**src/rtl/skid_buffer.sv**
```systemverilog
// skid_buffer
//   Two-entry valid/ready register slice. Cuts both the forward (valid/data)
//   and the return (ready) path: every output is a flop, so there is no
//   combinational route from any input to any output, while a sustained
//   throughput of one word per cycle is kept.
//
//   Parameters
//     Width      data word width in bits (>= 1)
//
//   Ports
//     clk_i      rising-edge clock
//     rst_ni     asynchronous active-low reset
//     s_valid_i  upstream word valid
//     s_data_i   upstream word
//     s_ready_o  slice can accept a word (registered)
//     m_valid_o  downstream word valid (registered)
//     m_data_o   downstream word (registered, main register)
//     m_ready_i  downstream accepts word
//     count_o    number of words held, 0..2 (registered)
module skid_buffer #(
    parameter int Width = 8
) (
    input  logic             clk_i,
    input  logic             rst_ni,
    input  logic             s_valid_i,
    input  logic [Width-1:0] s_data_i,
    output logic             s_ready_o,
    output logic             m_valid_o,
    output logic [Width-1:0] m_data_o,
    input  logic             m_ready_i,
    output logic [1:0]       count_o
);

    typedef enum logic [1:0] {
        EMPTY = 2'b00,
        BUSY  = 2'b01,
        FULL  = 2'b10
    } state_t;

    state_t           state_q;
    logic [Width-1:0] skid_q;
    logic             accept;
    logic             xfer;

    // Both handshakes are formed from registered outputs, so the slice only
    // ever looks at its own flops plus the partner's valid/ready.
    assign accept = s_valid_i & s_ready_o;
    assign xfer   = m_valid_o & m_ready_i;

    // ---- single registered stage: state, main register (m_data_o), skid ----
    always_ff @(posedge clk_i or negedge rst_ni) begin
        if (!rst_ni) begin
            state_q   <= EMPTY;
            s_ready_o <= 1'b0;
            m_valid_o <= 1'b0;
            m_data_o  <= '0;
            skid_q    <= '0;
            count_o   <= 2'd0;
        end else begin
            case (state_q)
                EMPTY: begin
                    // s_ready_o is low only on the first edge after reset;
                    // raising it here means no word is taken on that edge.
                    s_ready_o <= 1'b1;
                    if (accept) begin
                        m_data_o  <= s_data_i;
                        m_valid_o <= 1'b1;
                        count_o   <= 2'd1;
                        state_q   <= BUSY;
                    end else begin
                        m_valid_o <= 1'b0;
                        count_o   <= 2'd0;
                    end
                end
                BUSY: begin
                    if (accept && xfer) begin
                        m_data_o <= s_data_i;
                    end else if (accept) begin
                        // Downstream stalled while a word was in flight:
                        // park it in the skid register and close the door.
                        skid_q    <= s_data_i;
                        s_ready_o <= 1'b0;
                        count_o   <= 2'd2;
                        state_q   <= FULL;
                    end else if (xfer) begin
                        m_valid_o <= 1'b0;
                        count_o   <= 2'd0;
                        state_q   <= EMPTY;
                    end
                end
                FULL: begin
                    if (xfer) begin
                        m_data_o  <= skid_q;
                        s_ready_o <= 1'b1;
                        count_o   <= 2'd1;
                        state_q   <= BUSY;
                    end
                end
                default: begin
                    // Unreachable encoding: fall back to an empty slice.
                    s_ready_o <= 1'b1;
                    m_valid_o <= 1'b0;
                    count_o   <= 2'd0;
                    state_q   <= EMPTY;
                end
            endcase
        end
    end

endmodule
```
**config.mk**
```make
export PLATFORM = sky130hd
export DESIGN_NAME = skid_buffer
export DESIGN_NICKNAME = d
export VERILOG_FILES = /design/src/rtl/skid_buffer.sv
export SDC_FILE = /design/constraint.sdc
export NUM_CORES = 1
export LEC_CHECK = 0
export BUFFER_PORTS_ARGS = -buffer_cell sky130_fd_sc_hd__buf_2
export CAP_MARGIN = 25
export CORE_AREA = 4 4 51 53
export DETAILED_ROUTE_END_ITERATION = 7
export DIE_AREA = 0 0 55 57
export GPL_ROUTABILITY_DRIVEN = 0
export PLACE_DENSITY = 0.74
export SETUP_SLACK_MARGIN = 0.4
export SYNTH_ARGS = -nofsm -noshare
export SYNTH_HDL_FRONTEND = slang
export SYNTH_SLANG_ARGS = --single-unit
```
**constraint.sdc**
```tcl
create_clock -name clk_i -period 2 [get_ports clk_i]
set_input_delay 0 -clock clk_i [delete_from_list [all_inputs] [get_ports clk_i]]
set_output_delay 0 -clock clk_i [all_outputs]
set_load 0.03 [all_outputs]
```
After elaboration in Yosys (flattened, before gate mapping)
Index checks and enable logic that the tools add are counted.
W data, S select, Z words.

word-level totals
  register bits after elaboration = 22
  input bits = 12
  output and inout port bits = 12
  word-level logic and storage cells = 50

operators by class
  bitwise logic cells = 4
  equal/unequal tests = 10
  muxes and demuxes = 21
  reduce and logical (&&, ||, !) cells = 9

operator list
  kind                  count
  $mux W8               3
  $pmux W8 S3           1
  $ne A2 B2 Y1 const B  7
  $pmux W2 S3           2
  $reduce_and A4 Y1     3
  $mux W2               5
  $reduce_and A3 Y1     3
  $mux W1               8
  $ne A3 B3 Y1 const B  1
  $pmux W1 S3           1
  $reduce_bool A3 Y1    1
  $and A1 B1 Y1         2
  $eq A2 B1 Y1 const B  1
  $eq A2 B2 Y1 const B  1
  $logic_not A2 Y1      1
  $not A1 Y1            2
  $pmux W1 S2           1
  $logic_and A1 B1 Y1   1

Logic depth before layout (Yosys ltp)
Gate-level depths: netlist (run 1).

  word-level depth = 5
  gate-level depth with buffers = 5
  mapped depth without buffers = 3

Least setup slack after synthesis (run 1)
Ideal clock, no wire load.

  path kind = register to register
  start point = register m_valid_o
  end point = register skid_q[0]
  buffers on the path = 0
  period minus slack after synthesis = 1.598 ns
  arrival time = 1.473 ns
  cell stages (with the launch flop) = 4
  setup slack = 0.402 ns
  path through = dfrtp_1 > and2_1 > nor3_4 > mux2_2

on the way
  cells in the longest elaborated chain, start to end = 4

ends and longest elaborated chain
  element                      line  RTL
  from (decl)                  28    output logic m_valid_o,
  from (signal assigned)       55    m_valid_o <= 1'b0;
  from (signal assigned)       67    m_valid_o <= 1'b1;
  from (signal assigned)       71    m_valid_o <= 1'b0;
  $and A1 B1 Y1                48    assign xfer = m_valid_o & m_ready_i;
  $logic_and A1 B1 Y1          76    if (accept && xfer) begin
  $not A1 Y1 (no line)         --
  $reduce_and A3 Y1 (no line)  --
  to (signal assigned)         81    skid_q <= s_data_i;
  to (decl)                    41    logic [Width-1:0] skid_q;

No other way between the ends.
A chain may end at the register's enable or synchronous reset.

Final worst setup path (run 1)
  start point = register state_q[0]
  end point = register m_data_o[6]

on the way
  cells in the longest elaborated chain, start to end = 3

ends and longest elaborated chain
  element                                                       line  RTL
  from (decl)                                                   40    state_t state_q;
  from (signal assigned)                                        53    state_q <= EMPTY;
  from (signal assigned)                                        69    state_q <= BUSY;
  from (signal assigned)                                        84    state_q <= FULL;
  $eq A2 B1 Y1 (tied with other cells)                          60    case (state_q)
  $ne A2 B2 Y1 (no line) or $reduce_bool A3 Y1 (tied branches)  --
  $reduce_and A4 Y1 (no line)                                   --
  to (signal assigned)                                          66    m_data_o <= s_data_i;
  to (signal assigned)                                          77    m_data_o <= s_data_i;
  to (signal assigned)                                          93    m_data_o <= skid_q;
  to (decl)                                                     29    output logic [Width-1:0] m_data_o,

Parallel ways exist; a longest one is shown, timed or not.

==> results.tsv, run 1 <==
metric	value	unit
status	complete, no violations	
post-synthesis async set-or-reset flop share	100	%
WL/cell	14.0	um
dpl hpwl	1.38	mm
worst-skew pair later-pin latency	0.30	ns
Initial DRC Count	1	
Clock transition at path regs	0.12	ns
n_diodes	0	
Worst R2R Start	state_q[0]	
number of I/O port buffers	23	
met1 usage	19.7	%
vias in the first global route	782	
RSZ-0062 raised after global routing	false	
CP startpoint kind	register	
Power Density	496	nW/um2
final wirelength	2.03	mm
f_max	0.647	GHz
Final period util	77.3	%
Nets	131	
worst-path maximum fanout	8	
Root Buffer	clkbuf_4	
maximum VDD drop	0.000347	V
Slew Viols, Final	0	
Worst Path Required	2.19	ns
Synth area leaders	dfrtp_1 (51%), mux2_2 (26%), o221ai_4 (2.4%)	
Post-Syn Nets	91	
Post-synth EDFFs	0	
grt peak-use layer	met2	
Residual DRC	0	
area growth from synthesis to layout	27.3	%
Synth area leader	dfrtp_1	
Initial Util	50.2	%
Vias	755	
#FFs+latches synth	22	
worst-case clock skew	0.00802	ns
Tot GR Track Use	15.7	%
GR met3 Demand/Resource	3.13	%
worst-margin pin slew	0.485	ns
commonest non-fill, non-tap cell in the layout	mux2_2	
Max-slew headroom	67.7	%
P_leak	0.698	nW
Period minus WS final	1.55	ns
synth unique cells	23	
largest net degree at the start of global routing	23	
drt pass-1 iters	3	
Overflow after GRT	0	
die height	57	um
Max Cap Viol	0	
top cell type's share of synthesized area	51.0	%
Primary FF master, synth	dfrtp_1	
final count of hold timing violations	0	
CTS tree	done	
final setup fails	0	
initial antenna violation count	0	
Non-Filler Instances	145	
worst min-delay path startpoint	s_valid_i	
r2r endpoint	m_data_o[6]	
FILL cells	175	
Critical path origin	state_q[0]	
Die Width	55	um
warnings from Yosys	0	
critical path endpoint	m_data_o[6]	
maximum clock insertion buffer count	2	
H-tree levels	1	
Antenna Nets Post-Route	0	
Crit Path Class	register to register	
io pins	24	
Vias/cell	5.21	
commonest cells after routing, fill and taps aside	mux2_2 (25), buf_2 (23), dfrtp_1 (19)	
Num CTS Buffers	3	
Clock Sinks	22	
Cells after DPL	129	
syn avg cell area	13.7	um2
layout cells sized above 1	53.0	%
Mapped Cells	79	
placement row count	17	
post-synthesis cell area	1080	um2
R2R depth	4	
crit path capture type	register	
first-pass GRT wire length	3.55	mm
die area	3140	um2
GRT met2 Usage	25.7	%
Worst Hold Class	primary input to register	
Seq/Total Area, Yosys	51.0	%
r2r setup slk	0.45	ns
Critical Path AT	1.74	ns
Core ar.	2150	um2
setup_tns	0	ns
==> worst max-delay path, cell delays in order (launching register included) <==
cell and delay, ns:
dfrtp_2 0.47, nand2b_1 0.23, o221ai_4 0.25, buf_12 0.15, mux2_2 0.34
==> state kept, by name, indices dropped and copies added, names as in the netlist <==
signal / count
m_data_o: 8
count_o: 2
s_ready_o: 1
skid_q: 8
m_valid_o: 1
state_q: 2
==> cells by family after synthesis <==
| family | synth area share [%] |
|---|---|
| flops | 51.0 |
| simple gates | 8.12 |
| fa+ha+maj | 0.928 |
| compound gates | 10.3 |
| mux | 26.1 |
| buf+inv | 3.48 |
==> cells in the mapped netlist, types with 2 or more instances <==
master,number
and2_1,2
nand2_1,4
mux2_2,25
o21ai_0,3
buf_6,2
dfrtp_1,22
a21boi_0,2
inv_1,4
==> cell type report <==
cell class,count,area (um2),area share [%]
well taps,28,35.0,2.55
clock buffers,3,22.5,1.64
repair buffers,37,255,18.6
inverters,4,15.0,1.09
multi-input cells,51,490,35.7
flip-flops and latches,22,554,40.4
==> power by group <==
group,total [mW],switching [mW],internal [mW]
combinational,0.0357,0.0163,0.0194
sequential,0.445,0,0.445
clock,0.200,0.130,0.0702
==> worst min-delay path by stage <==
| stage | end | slack, ns | cells past startpoint |
|---|---|---|---|
| after floorplan | count_o[0] | -0.30 | 0 |
| after global placement | s_ready_o | -0.009 | 1 |
| after detailed placement | s_ready_o | -0.001 | 1 |
| after CTS | s_ready_o | 0.13 | 3 |
| after global routing | s_ready_o | 0.14 | 3 |
| final | s_ready_o | 0.12 | 3 |
==> repair_timing <==
item | CTS | global route
hold buffers | 9 | 0
pin swaps | 1 | 1
resized for setup | 1 | 2
setup endpoints to repair | 16 | 8
setup buffers | 2 | 2
cloned | 0 | 0
hold endpoints to repair | 30 | 0
==> stage by stage <==
step	hold WS, ns	util, %	power [mW]	instance area (um2)	setup WS [ns]
finish	0.124	63.9	0.681	1370	0.454
global route	0.140	63.9	0.716	1370	0.393
CTS	0.128	62.5	0.689	1340	0.419
detailed placement	-0.00120	56.5	0.477	1210	0.354
global placement	-0.00925	56.5	0.476	1210	0.385
floorplan	-0.296	-	0.454	1080	0.402
==> routing by layer <==
metal | part of all wire (%) | wire, um
met1 | 45 | 905
met4 | 0.64 | 13
met3 | 4.5 | 91
met5 | 0 | 0
met2 | 50 | 1020
(Power assumes the default switching activity.)
==> run 2, diff against run 1 <==
- clock period: 2 -> 1.5 ns (I/O delays scaled with it)
==> run 2 against run 1 <==
Against the previous run:
- power grew 44%
- non-clock buffer count is 13 higher
- via count up 7.4%
- worst hold slack lost 0.029 ns
- clock skew down 0.0070 ns
- register-to-register slack got worse by 0.40 ns
- clock-buffer cell count rose by 1
- sequential share of layout area down 6.4 points
- sequential cell count stayed put
- sequential power up 33%
- first-iteration DRC count grew to 10 times the previous value
- die area did not move
==> results.tsv, run 2 (synthesis results as in run 1) <==
metric	value	unit
final wirelength	2.46	mm
f_max	0.692	GHz
crit path capture type	register	
worst setup margin	0.0540	ns
FILL cells	145	
commonest cells after routing, fill and taps aside	buf_2 (23), mux2_4 (18), dfrtp_1 (18)	
RSZ-0062 raised after global routing	true	
final setup fails	0	
Cells after DPL	137	
Num CTS Buffers	3	
largest net degree at the start of global routing	23	
Worst path slowest cell	dfrtp_2	
Worst Path Required	1.71	ns
Place WS	-0.0175	ns
drt pass-1 iters	4	
initial antenna violation count	0	
Vias	811	
dpl cell area	1290	um2
worst-case clock skew	0.00100	ns
Final period util	96.4	%
n_diodes	0	
Max Cap Viol	0	
Critical Path AT	1.66	ns
Initial Util	50.2	%
delay-heaviest family, CP	multiplexers	
Clock transition at path regs	0.13	ns
Core ar.	2150	um2
crit-path max cell delay	0.49	ns
final count of hold timing violations	0	
fin area	1640	um2
total power	0.982	mW
H-tree levels	1	
status	complete, no violations	
area growth from synthesis to layout	51.7	%
worst-skew pair later-pin latency	0.31	ns
setup_tns	0	ns
CTS tree	done	
maximum VDD drop	0.000543	V
vias in the first global route	897	
Power Density	600	nW/um2
Nets	144	
Vias/cell	5.10	
number of I/O port buffers	23	
CP startpoint kind	register	
layout cells sized above 1	66.4	%
Tot GR Track Use	19.2	%
Non-Filler Instances	159	
Slew Viols, Final	0	
final core utilization	76.2	%
die area	3140	um2
Die Width	55	um
dpl hpwl	1.54	mm
Initial DRC Count	10	
maximum clock insertion buffer count	2	
commonest non-fill, non-tap cell in the layout	buf_2	
top flop regs	m_data_o (8), skid_q (8)	
first-pass GRT wire length	4.36	mm
final hold slack	0.0946	ns
placement row count	17	
Crit Path Class	register to register	
Clock Sinks	22	
Period minus WS final	1.45	ns
Antenna Nets Post-Route	0	
Root Buffer	clkbuf_4	
CP cell instances	nor2b_4 -> buf_6 -> mux2_2 -> mux2_4	
worst-path maximum fanout	6	
WL/cell	15.5	um
io pins	24	
Max-slew headroom	66.3	%
Overflow after GRT	0	
worst-margin pin slew	0.505	ns
Critical path buffers and inverters	1	
P_leak	0.820	nW
Residual DRC	0	
die height	57	um
Worst Hold Class	primary input to register	
[run 2: cell types whose count changed in the layout (fill, tap and decap cells not counted), sizes merged]
| cell | change |
|---|---|
| clkbuf | +1 |
| buf | +13 |
[run 2: power breakdown]
part	internal, mW	switching, mW
logic	0.0263	0.0246
registers	0.593	0
clock network	0.148	0.190
[run 2: per-layer routing]
metal	GRT usage, %	wire length [um]
met5	0	0
met4	6.25	10
met3	3.13	74
met2	29.7	1240
met1	27.2	1140
[run 2: final timing paths]
check,start,end,slack (ns),cells after the start
max,state_q[0],m_data_o[6],0.05,4
min,s_valid_i,state_q[0],0.09,3
max reg2reg,state_q[0],m_data_o[6],0.05,4
min reg2reg,m_data_o[7],m_data_o[7],0.52,1
max in group asynchronous,rst_ni,state_q[1],0.97,2
min in group asynchronous,rst_ni,count_o[1],0.17,2
[run 2: repair_timing]
action / CTS / global route
hold endpoints to repair: 30 / 0
hold buffers: 9 / 0
setup endpoints to repair: 22 / 22
gates resized for setup: 31 / 5
setup buffers: 8 / 1
pin swaps: 9 / 2
[run 2: layout make-up]
type                       instances  area [um2]  share of cell area (%)
clock buffer                       4        36.3                    2.22
inverter                           4        15.0                   0.917
multi-input combinational         51         612                    37.4
sequential                        22         556                    33.9
tap                               28        35.0                    2.14
timing repair buffer              50         383                    23.4
[run 2: worst reg2reg max path, stage by stage (launching register included)]
cell	delay [ns]
dfrtp_2	0.49
nor2b_4	0.14
buf_6	0.14
mux2_2	0.33
mux2_4	0.26
==> run 3, diff against run 2 <==
- ABC_AREA: unset -> 1
- CORE_AREA: 4 4 51 53 -> 4 4 50 52
- DIE_AREA: 0 0 55 57 -> 0 0 54 56
- PLACE_DENSITY: 0.74 -> 0.75
==> run 3 against run 2 <==
Against the previous run:
- synthesized cell count is 53% higher
- largest power group is now combinational logic
- worst setup slack better by 0.25 ns
- fmax is 21% higher
- non-clock buffer count is 13 lower
- highest routed layer unchanged
- area after synthesis is 4.5% lower
- critical path depth is 1 higher
==> results.tsv, run 3 <==
metric	value	unit
CP startpoint kind	register	
P_leak	0.756	nW
Synth area leaders	dfrtp_1 (53%), nand2_1 (16%), o21ai_0 (8.3%)	
Max Cap Viol	0	
Synth top cells by count	nand2_1 (43), dfrtp_1 (22), o21ai_0 (17)	
first-pass GRT wire length	3.90	mm
top cell type's share of synthesized area	53.5	%
worst-skew pair later-pin latency	0.30	ns
maximum clock insertion buffer count	2	
FILL cells	157	
commonest cells after routing, fill and taps aside	nand2_1 (34), buf_2 (23), dfrtp_1 (18)	
Worst Hold Class	primary input to register	
Vias/cell	5.08	
area growth from synthesis to layout	45.3	%
worst-path maximum fanout	9	
final setup fails	0	
f_max	0.837	GHz
worst min-delay path startpoint	s_valid_i	
post-synthesis cell area	1030	um2
synth unique cells	17	
Die Width	54	um
CP cell instances	nor2_4 -> buf_12 -> nand3_4 -> nand2_1 -> o21ai_1	
io pins	24	
syn avg cell area	8.51	um2
Initial DRC Count	23	
final hold slack	0.137	ns
status	complete, no violations	
worst-case clock skew	0.0101	ns
die area	3020	um2
Worst Path Required	1.69	ns
Num CTS Buffers	3	
Seq/Total Area, Yosys	53.5	%
Critical Path AT	1.39	ns
Residual DRC	0	
die height	56	um
Final period util	79.6	%
drt pass-1 iters	4	
maximum VDD drop	0.00109	V
Critical path origin	state_q[1]	
largest net degree at the start of global routing	23	
Period minus WS final	1.19	ns
worst-margin pin slew	0.491	ns
n_diodes	0	
Core ar.	2110	um2
R2R depth	5	
post-synthesis async set-or-reset flop share	100	%
Primary FF master, synth	dfrtp_1	
Power Density	2050	nW/um2
Max-slew headroom	67.3	%
#FFs+latches synth	22	
hold depth	5	
Tot GR Track Use	17.1	%
Synth area leader	dfrtp_1	
Post-synth EDFFs	0	
Nets	176	
Worst path slowest cell	dfrtp_2	
CTS tree	done	
setup_tns	0	ns
initial antenna violation count	0	
Mapped Cells	121	
number of I/O port buffers	23	
commonest non-fill, non-tap cell in the layout	nand2_1	
dpl hpwl	1.34	mm
r2r setup slk	0.31	ns
r2r endpoint	skid_q[4]	
Overflow after GRT	0	
placement row count	17	
top-count cell post-synth	nand2_1	
H-tree levels	1	
Hold Path Sink	skid_q[4]	
Post-Syn Nets	133	
vias in the first global route	870	
Slew Viols, Final	0	
Clock transition at path regs	0.13	ns
Worst R2R Start	state_q[1]	
Root Buffer	clkbuf_4	
WL/cell	12.8	um
Clock Sinks	22	
RSZ-0062 raised after global routing	true	
crit path capture type	register	
Antenna Nets Post-Route	0	
top flop regs	m_data_o (8), skid_q (8)	
crit-path max cell delay	0.52	ns
Vias	971	
warnings from Yosys	0	
Crit Path Class	register to register	
final wirelength	2.44	mm
Initial Util	48.9	%
final count of hold timing violations	0	
layout cells sized above 1	41.7	%
run 3: final cells by class:
cell class | instances | area, um2 | share of cell area (%)
clock buffer | 4 | 26.3 | 1.76
inverter | 13 | 56.3 | 3.76
multi-input combinational | 87 | 568 | 38.0
sequential | 22 | 556 | 37.1
tap | 28 | 35.0 | 2.34
timing repair buffer | 37 | 255 | 17.1
run 3: critical path: cells and delay by family, from the launching register on:
family / cells / cell delay (ns)
buffers and inverters: 1 / 0.14
flip-flops: 1 / 0.52
AND/OR/NAND/NOR: 3 / 0.35
AO/OA/AOI/OAI: 1 / 0.06
run 3: stage by stage:
| stage | setup slack [ns] | cell area (um2) | std cells | util (%) | power (mW) |
|---|---|---|---|---|---|
| 2_1_floorplan | 0.300 | 1060 | 121 | - | 2.07 |
| 3_3_place_gp | 0.298 | 1180 | 169 | 56.2 | 2.30 |
| 3_5_place_dp | 0.269 | 1180 | 169 | 56.2 | 2.34 |
| 4_1_cts | 0.297 | 1410 | 186 | 66.8 | 2.89 |
| 5_1_grt | 0.242 | 1500 | 191 | 71.1 | 3.29 |
| 6_report | 0.306 | 1500 | 191 | 71.1 | 3.07 |
run 3: kinds of logic after synthesis:
logic type             count (synthesis)  share of synthesized area, %
buffers and inverters                 16                          7.66
and+or+nand+nor                       57                          24.7
AOI/OAI and AO/OA                     26                          14.2
DFF                                   22                          53.5
run 3: worst max path at each step:
stage                       end  depth (start not counted)
CTS                  count_o[1]                          5
global route          skid_q[4]                          6
detailed placement  m_data_o[0]                          6
global placement    m_data_o[1]                          6
floorplan           m_data_o[4]                          8
finish                skid_q[4]                          5
run 3: timing repair:
item / CTS / global route
pin swaps: 2 / 5
endpoints found under the hold margin: 30 / 0
buffers inserted: 1 / 4
gates resized for setup: 16 / 9
hold buffers: 9 / 0
cloned: 3 / 1
endpoints found under the setup margin: 18 / 22
run 3: report_power, final:
group	switching, mW	internal (mW)
logic	1.11	0.613
clock network	0.175	0.104
registers	0.199	0.872
total	1.48	1.59
run 3: layer usage:
layer / part of all wire [%] / global-route usage, % / routed length (um)
met5: 0 / 0 / 0
met4: 1.8 / 8.19 / 43
met3: 5.2 / 2.68 / 126
met2: 51 / 26.0 / 1260
met1: 42 / 23.1 / 1020
